**src/rtl/esc_pkg.sv**
```systemverilog
// Shared defaults and per-channel arithmetic helpers for the ESC PWM bank.
// Widths are carried as 32-bit unsigned so the helpers serve any parametrisation.
package esc_pkg;

  localparam int unsigned NUM_CH_DEF     = 4;
  localparam int unsigned SPD_W_DEF      = 11;
  localparam int unsigned PERIOD_DEF     = 125000;
  localparam int unsigned MIN_PULSE_DEF  = 50000;
  localparam int unsigned SCALE_DEF      = 24;
  localparam int unsigned SLEW_STEP_DEF  = 64;
  localparam int unsigned ARM_FRAMES_DEF = 400;

  // Pulse high time in clocks for an applied speed; motors_off forces speed 0.
  function automatic logic [31:0] calc_thr(input logic [31:0] act,
                                           input logic        motors_off,
                                           input logic [31:0] min_pulse,
                                           input logic [31:0] scale);
    logic [31:0] eff;
    eff = motors_off ? 32'd0 : act;
    return min_pulse + eff * scale;
  endfunction

  // Move act towards tgt by at most step.
  function automatic logic [31:0] slew_step(input logic [31:0] act,
                                            input logic [31:0] tgt,
                                            input logic [31:0] step);
    logic [31:0] nxt;
    nxt = act;
    if (tgt > act) begin
      nxt = ((tgt - act) > step) ? act + step : tgt;
    end else if (tgt < act) begin
      nxt = ((act - tgt) > step) ? act - step : tgt;
    end
    return nxt;
  endfunction

endpackage

```
**src/rtl/esc_pwm_chan.sv**
```systemverilog
// One ESC channel: shadow target, slew-limited applied speed and registered PWM pin.
// The applied speed only moves on the frame boundary so each pulse is glitch-free.
module esc_pwm_chan
  import esc_pkg::*;
#(
  parameter int unsigned SPD_W     = SPD_W_DEF,
  parameter int unsigned MIN_PULSE = MIN_PULSE_DEF,
  parameter int unsigned SCALE     = SCALE_DEF,
  parameter int unsigned SLEW_STEP = SLEW_STEP_DEF,
  parameter int unsigned CNT_W     = 17
) (
  input  logic             clk,
  input  logic             rst,
  input  logic             wrt,
  input  logic [SPD_W-1:0] spd,
  input  logic             bnd,
  input  logic             arm_en,
  input  logic             motors_off,
  input  logic [CNT_W-1:0] per_cnt,
  output logic             pwm
);

  logic [SPD_W-1:0] tgt_reg;
  logic [SPD_W-1:0] act_reg;
  logic [SPD_W-1:0] act_next;
  logic             pwm_reg;
  logic [31:0]      thr;

  always_comb begin
    thr      = calc_thr(32'(act_reg), motors_off, MIN_PULSE, SCALE);
    act_next = SPD_W'(slew_step(32'(act_reg), 32'(tgt_reg), SLEW_STEP));
    if (motors_off || !arm_en) begin
      act_next = '0;
    end
  end

  // A write on the boundary cycle lands in tgt_reg while act_reg still uses the old target.
  always_ff @(posedge clk or posedge rst) begin
    if (rst) begin
      tgt_reg <= '0;
      act_reg <= '0;
      pwm_reg <= 1'b0;
    end else begin
      if (wrt) begin
        tgt_reg <= spd;
      end
      if (bnd) begin
        act_reg <= act_next;
      end
      pwm_reg <= (32'(per_cnt) < thr);
    end
  end

  assign pwm = pwm_reg;

endmodule

```
**src/rtl/esc_pwm_bank.sv**
```systemverilog
// Bank of NUM_CH ESC PWM generators sharing one frame counter and arming interval.
// Commands are captured on wrt and applied per channel at each frame boundary.
module esc_pwm_bank
  import esc_pkg::*;
#(
  parameter int unsigned NUM_CH     = NUM_CH_DEF,
  parameter int unsigned SPD_W      = SPD_W_DEF,
  parameter int unsigned PERIOD     = PERIOD_DEF,
  parameter int unsigned MIN_PULSE  = MIN_PULSE_DEF,
  parameter int unsigned SCALE      = SCALE_DEF,
  parameter int unsigned SLEW_STEP  = SLEW_STEP_DEF,
  parameter int unsigned ARM_FRAMES = ARM_FRAMES_DEF
) (
  input  logic                    clk,
  input  logic                    rst,
  input  logic                    wrt,
  input  logic [NUM_CH*SPD_W-1:0] spd,
  input  logic                    motors_off,
  output logic [NUM_CH-1:0]       pwm,
  output logic                    armed,
  output logic                    frame_start
);

  localparam int unsigned CNT_W = $clog2(PERIOD);
  localparam int unsigned ARM_W = $clog2(ARM_FRAMES + 1);

  if (MIN_PULSE + ((1 << SPD_W) - 1) * SCALE >= PERIOD) begin : g_bad_cfg
    $error("esc_pwm_bank: MIN_PULSE + (2**SPD_W-1)*SCALE must be below PERIOD");
  end

  logic [CNT_W-1:0] per_cnt_reg;
  logic [ARM_W-1:0] arm_cnt_reg;
  logic             armed_reg;
  logic             frame_start_reg;
  logic             bnd;
  logic             arm_last;
  logic             arm_en;

  assign bnd      = (per_cnt_reg == CNT_W'(PERIOD - 1));
  assign arm_last = (arm_cnt_reg == ARM_W'(ARM_FRAMES - 1));
  // The boundary that sets armed already honours commands for the following frame.
  assign arm_en   = armed_reg | arm_last;

  always_ff @(posedge clk or posedge rst) begin
    if (rst) begin
      per_cnt_reg     <= '0;
      arm_cnt_reg     <= '0;
      armed_reg       <= 1'b0;
      frame_start_reg <= 1'b0;
    end else begin
      per_cnt_reg     <= bnd ? '0 : per_cnt_reg + 1'b1;
      frame_start_reg <= bnd;
      if (bnd && !armed_reg) begin
        arm_cnt_reg <= arm_cnt_reg + 1'b1;
        if (arm_last) begin
          armed_reg <= 1'b1;
        end
      end
    end
  end

  genvar gi;
  for (gi = 0; gi < NUM_CH; gi++) begin : g_chan
    esc_pwm_chan #(
      .SPD_W    (SPD_W),
      .MIN_PULSE(MIN_PULSE),
      .SCALE    (SCALE),
      .SLEW_STEP(SLEW_STEP),
      .CNT_W    (CNT_W)
    ) u_chan (
      .clk       (clk),
      .rst       (rst),
      .wrt       (wrt),
      .spd       (spd[gi*SPD_W +: SPD_W]),
      .bnd       (bnd),
      .arm_en    (arm_en),
      .motors_off(motors_off),
      .per_cnt   (per_cnt_reg),
      .pwm       (pwm[gi])
    );
  end

  assign armed       = armed_reg;
  assign frame_start = frame_start_reg;

endmodule
```
**config.mk**
```make
export PLATFORM = sky130hd
export DESIGN_NAME = esc_pwm_bank
export DESIGN_NICKNAME = d
export VERILOG_FILES = /design/src/rtl/esc_pkg.sv /design/src/rtl/esc_pwm_chan.sv /design/src/rtl/esc_pwm_bank.sv
export SDC_FILE = /design/constraint.sdc
export NUM_CORES = 1
export LEC_CHECK = 0
export BUFFER_PORTS_ARGS = -buffer_cell sky130_fd_sc_hd__buf_4
export CAP_MARGIN = 10
export CORE_MARGIN = 1.5
export CORE_UTILIZATION = 55
export CTS_CLUSTER_SIZE = 40
export DETAILED_ROUTE_END_ITERATION = 10
export PLACE_DENSITY_LB_ADDON = 0.3
export SLEW_MARGIN = 10
export SYNTH_ARGS = -nofsm -noshare
export SYNTH_HDL_FRONTEND = slang
export SYNTH_SLANG_ARGS = --single-unit
```
**constraint.sdc**
```tcl
create_clock -name clk -period 8.7 [get_ports clk]
set_input_delay 1.305 -clock clk [delete_from_list [all_inputs] [get_ports clk]]
set_output_delay 1.305 -clock clk [all_outputs]
set_load 0.01 [all_outputs]
```
==> reports/qor.yml, run 1 <==
synth_area_per_cell_um2: 7.95
finalSetupTns_ns: 0
drt_iter0_markers: 883
gp_routability_congestion: 0.909
post_synth_instance_area_um2: 14000
nNetsFinal: 1976
final_core_utilization: 0.602
cts.hold.buffers_added: 0
yosys.cell_types.count: 91
min_delay_worst_endpoint: "arm_cnt_reg[8]"
cts.repair.resized: 0
cts-htree-levels: 4
avgViaCountPerCell: 6.07
n_antenna_cell: 0
wirelength_per_cell_um: 16.3
worst_hold_path_type: "reg2reg"
clk_path_buf_depth: 2
drc: 0
reg2reg_setup_slack_ns: 4.18
synth-compound-area-share: 0.257
synth-edff-count: 0
pwr_cell_area_nw_per_um2: 116
largest_family_of_logic_cells_by_synthesized_area: "compound AO/OA/AOI/OAI gates"
areaGrowthSynthToFinish_pct: 7.82
post-layout-total-power_mw: 1.75
hold_viol_final: 0
yosysWarnings: 0
tritoncts: "built"
ys_ff_latch: 120
vdd_ir_drop_max_mv: 0.125
power.leakage_nw: 6.92
worst-path-max-fanout: 62
rr_worst_depth: 20
r2r_end: "g_chan[0].u_chan.pwm"
setup_violating_endpoint_count_in_the_final_report: 0
via_count_of_the_first_global_routing_pass: 12300
cts_root_buf: "sky130_fd_sc_hd__clkbuf_16"
floorplan.die.height_um: 162
cts.reportedPaths.clkPinSlew_ns: 0.07
whs_ns: 0.468
dr.pass1.iters: 7
final_period_util: 0.592
timing.clock.skew_ns: 0.0160
final_period_minus_worst_setup_slack_ns: 5.15
area_of_the_die_um2: 26400
post_synth_xor_area_fraction: 0.0858
hpwl_mm: 25.1
groute.usage.overall: 0.263
syn_inst: 1759
overflow: 0
clock_sink_count: 120
initial_antenna_violation_count: 0
dpl-instance-area_um2: 14500
worstMarginPinSlew_ns: 0.946
postLayoutSetupSlackWorst_ns: 3.55
finish.instance_area_um2: 15100
postRouteAntennaNets: 0
synth.yosys.seq_area_share: 0.215
setup_repair_after_global_routing_missed_its_margin: "false"
cap_violations: 0
cp-start-kind: "primary input"
insertion_delay_ns: 0.43
min_path_cells: 1
postCtsSetupRepairBufs: 0
synthFlopType: "sky130_fd_sc_hd__dfrtp_1"
synth_fp_nets: 1989
synth_adder_area_share: 0.165
slew_headroom: 0.364
first_pass_grt_wire_length_mm: 57.6
cts_inserted_buffers: 17
layoutNonFillerInstCount: 2089
core_region_area_um2: 25000
grt_max_degree: 89
preCtsSetupSlack_ns: 3.10
placed_cells_incl_taps: 2057
floorplan.initialDensity: 0.559
core.rowCount: 58
synthArstFlopShare: 1.00
crit_required_ns: 9.03
timing.critical_path.arrival_ns: 5.48
critical_path.endpoint_type: "flip-flop"
port_buffers: 53
via_count: 12700
muxShareOfSynthArea: 0.0233
finalMaxSlewViolations: 0
wl_mm: 34.0
drive_above_1_share: 0.0790
worstSetupPathType: "in2reg"
critical_path.reg2reg.startpoint: "g_chan[0].u_chan.act_reg[1]"
chipWidth_um: 162
result_of_the_run: "finished, final reports clean"
hold_start: "arm_cnt_reg[8]"
final_common_cell: "sky130_fd_sc_hd__ha_1"
synth_simple_gate_area_share: 0.194
boundaryPins: 54
final_cell_mix: "sky130_fd_sc_hd__ha_1, sky130_fd_sc_hd__nand2_1, sky130_fd_sc_hd__o21ai_0"
highest_clock_frequency_the_design_can_meet_ghz: 0.194
[worst max path at each step]
stage	startpoint	endpoint	slack, ns	cells after the start
6_report	motors_off	g_chan[2].u_chan.pwm	3.55	15
5_1_grt	motors_off	g_chan[2].u_chan.pwm	3.15	16
4_1_cts	motors_off	g_chan[2].u_chan.pwm	3.55	16
3_5_place_dp	motors_off	g_chan[2].u_chan.pwm	3.10	15
3_3_place_gp	motors_off	g_chan[2].u_chan.pwm	3.25	15
2_1_floorplan	motors_off	g_chan[2].u_chan.pwm	2.42	21
[metal layers]
layer / vias up / wire, um / share of wire / track usage
met5: - / 0 / 0 / 0
met4: 0 / 596 / 0.018 / 0.0834
met3: 49 / 1510 / 0.044 / 0.0349
met2: 320 / 16100 / 0.47 / 0.449
met1: 6016 / 15800 / 0.46 / 0.345
li1: 6285 / - / - / -
[layout make-up]
| type | count | area [um2] |
|---|---|---|
| sequential | 120 | 3000 |
| clock inverter | 13 | 165 |
| inverter | 129 | 487 |
| multi-input combinational | 1422 | 10100 |
| clock buffer | 19 | 453 |
| fill | 2293 | 9960 |
| timing repair buffer | 56 | 420 |
| tap | 330 | 413 |
[critical path, stage by stage]
cell	delay [ns]
sky130_fd_sc_hd__buf_4	0.48
sky130_fd_sc_hd__clkinv_1	0.77
sky130_fd_sc_hd__nand2_1	0.29
sky130_fd_sc_hd__inv_1	0.09
sky130_fd_sc_hd__ha_1	0.35
sky130_fd_sc_hd__nand2_1	0.08
sky130_fd_sc_hd__a21oi_1	0.05
sky130_fd_sc_hd__a211o_1	0.37
sky130_fd_sc_hd__xnor2_1	0.24
sky130_fd_sc_hd__and3_1	0.23
sky130_fd_sc_hd__xnor2_1	0.13
sky130_fd_sc_hd__ha_1	0.26
sky130_fd_sc_hd__a211o_1	0.28
sky130_fd_sc_hd__a211o_1	0.27
sky130_fd_sc_hd__a221oi_1	0.24
[synthesized netlist by cell type (all sizes together), types with 17 or more instances]
master,count,area [um2]
and3,19,119
a21o,39,293
mux2i,28,280
nor2b,29,189
nor2,125,469
dfrtp,120,3000
inv,128,480
a21oi,104,524
ha,178,2230
o21a,30,225
a31oi,17,121
clkbuf,70,264
xnor2,86,753
nand2b,22,138
xor2,51,447
o21ai,138,698
o211ai,23,173
nor3,37,201
nand3,50,250
buf,18,100
a22o,21,185
nand2,157,589
a211oi,18,140
[power by group]
part	internal, mW	switching [mW]	total (mW)
Clock	0.468	0.293	0.761
Combinational	0.158	0.235	0.393
Sequential	0.577	0.0197	0.597
[logic make-up after synthesis]
| group | after synthesis |
|---|---|
| xor gates and xnor gates | 137 |
| adders and majority gates | 182 |
| muxes | 32 |
| AOI/OAI and AO/OA | 527 |
| buffers and inverters | 217 |
| DFF | 120 |
| and+or+nand+nor | 544 |
(Power assumes the default switching activity.)
==> run 2, diff against run 1 <==
Clock period 8.7 ns to 5.4 ns, I/O delays scaled along.
==> reports/qor.yml, run 2 (synthesis results as in run 1) <==
floorplan.initialDensity: 0.559
postCtsSetupRepairBufs: 0
via_count_of_the_first_global_routing_pass: 12100
post-layout-total-power_mw: 2.79
cts.hold.buffers_added: 0
cap_violations: 0
vdd_ir_drop_max_mv: 0.149
final_cell_mix: "sky130_fd_sc_hd__ha_1, sky130_fd_sc_hd__nand2_1, sky130_fd_sc_hd__o21ai_0"
final_common_cell: "sky130_fd_sc_hd__ha_1"
cts.repair.resized: 0
global_route_layer_with_the_greatest_usage: "met2"
num-fill-cells: 2222
timing.clock.skew_ns: 0.0101
setup_violating_endpoint_count_in_the_final_report: 0
pwr_cell_area_nw_per_um2: 185
power.leakage_nw: 6.93
floorplan.die.height_um: 162
avgViaCountPerCell: 6.05
boundaryPins: 54
drc: 0
finalMaxSlewViolations: 0
first_pass_grt_wire_length_mm: 57.6
cts_inserted_buffers: 17
global_route.usage.met3: 0.0331
finish.instance_area_um2: 15100
worstSetupPathType: "reg2reg"
finalSetupTns_ns: 0
wl_mm: 34.1
critical_path.endpoint_type: "flip-flop"
global_route.usage.met2: 0.452
hpwl_mm: 25.4
cts.reportedPaths.clkPinSlew_ns: 0.06
area_used_by_multi_input_combinational_logic_um2: 10100
insertion_delay_ns: 0.44
postRouteAntennaNets: 0
worst-path-max-fanout: 8
cts_root_buf: "sky130_fd_sc_hd__clkbuf_16"
grt.met1_usage: 0.349
n_antenna_cell: 0
final_period_util: 0.834
final_period_minus_worst_setup_slack_ns: 4.51
wirelength_per_cell_um: 16.3
dpl-instance-area_um2: 14500
areaGrowthSynthToFinish_pct: 7.82
tritoncts: "built"
dr.pass1.iters: 5
drt_iter0_markers: 877
result_of_the_run: "finished, final reports clean"
core.rowCount: 58
crit_path_cell_trace: "inv_1, nor2_1, ha_1, ha_1, o21ai_0, a221oi_1, o21ai_0, o22ai_1, xnor2_1, nand2_1, nor3b_1, nand3_1, xnor2_1, ha_1, a21o_1, a21o_1, a21oi_1, nor3b_1, o211ai_1, nand2_1"
grt_max_degree: 89
cts-htree-levels: 4
chipWidth_um: 162
clock_sink_count: 120
highest_clock_frequency_the_design_can_meet_ghz: 0.222
overflow: 0
hold_viol_final: 0
cp-start-kind: "flip-flop"
core_region_area_um2: 25000
drive_above_1_share: 0.0806
initial_antenna_violation_count: 0
slew_headroom: 0.271
final_core_utilization: 0.602
area_of_the_die_um2: 26400
nNetsFinal: 1979
setup_repair_after_global_routing_missed_its_margin: "false"
crit_path_top_delay_cell: "sky130_fd_sc_hd__dfrtp_1"
gp_routability_congestion: 0.911
worst_hold_path_type: "in2async"
via_count: 12700
critPathMostFrequentCell: "sky130_fd_sc_hd__ha_1"
worstMarginPinSlew_ns: 1.09
timing.critical_path.arrival_ns: 4.88
regArea_um2: 3000
clk_path_buf_depth: 2
crit_required_ns: 5.77
critPathMaxStageDelay_ns: 0.56
groute.usage.overall: 0.264
port_buffers: 53
run 2: cell count changes in the layout (fill, tap and decap cells not counted), sizes merged:
cell,change
clkbuf,-2
buf,+3
bufinv,-1
clkinvlp,-2
clkinv,+4
inv,+1
run 2: area by class of cell:
type,instances,area share
Multi-Input combinational cell,1422,0.672
Sequential cell,120,0.199
Inverter,129,0.0323
Timing Repair Buffer,59,0.0294
Clock buffer,17,0.0282
Tap cell,330,0.0274
Clock inverter,15,0.0113
run 2: power by group:
group	leakage (nW)	internal, mW	switching (mW)	total (mW)
clock network	0.287	0.690	0.504	1.19
logic	5.13	0.255	0.381	0.637
registers	1.51	0.930	0.0317	0.961
run 2: path summary, 6_finish.rpt:
kind / start / to / slack, ns / cells after the start
setup / recovery: g_chan[0].u_chan.act_reg[1] / g_chan[0].u_chan.pwm / 0.89 / 20
hold / removal: rst / arm_cnt_reg[4] / 0.41 / 2
setup reg to reg: g_chan[0].u_chan.act_reg[1] / g_chan[0].u_chan.pwm / 0.89 / 20
hold reg to reg: arm_cnt_reg[8] / arm_cnt_reg[8] / 0.47 / 1
max in group asynchronous: rst / g_chan[3].u_chan.tgt_reg[7] / 3.94 / 3
min in group clk: arm_cnt_reg[8] / arm_cnt_reg[8] / 0.47 / 1
run 2: per-layer routing:
metal  routed length [um]  vias up
met4                  563        0
li1                     -     6270
met1                16000     6055
met2                16100      286
met5                    0        -
met3                 1450       43
run 2: stage by stage:
step | worst slack, ns | hold slack, ns | cells
2_1_floorplan | 0.00209 | 0.442 | 1759
3_3_place_gp | 0.824 | 0.460 | 2060
3_5_place_dp | 0.663 | 0.463 | 2060
4_1_cts | 0.902 | 0.432 | 2092
5_1_grt | 0.368 | 0.457 | 2092
6_report | 0.894 | 0.411 | 2092
run 2: critical path, delay by kind of cell, from the launching register on:
family	cells	cell delay (ns)
DFF	1	0.56
xor gates and xnor gates	2	0.29
and+or+nand+nor	6	1.06
buffers and inverters	1	0.20
AOI/OAI and AO/OA	8	1.53
adders and majority gates	3	0.81
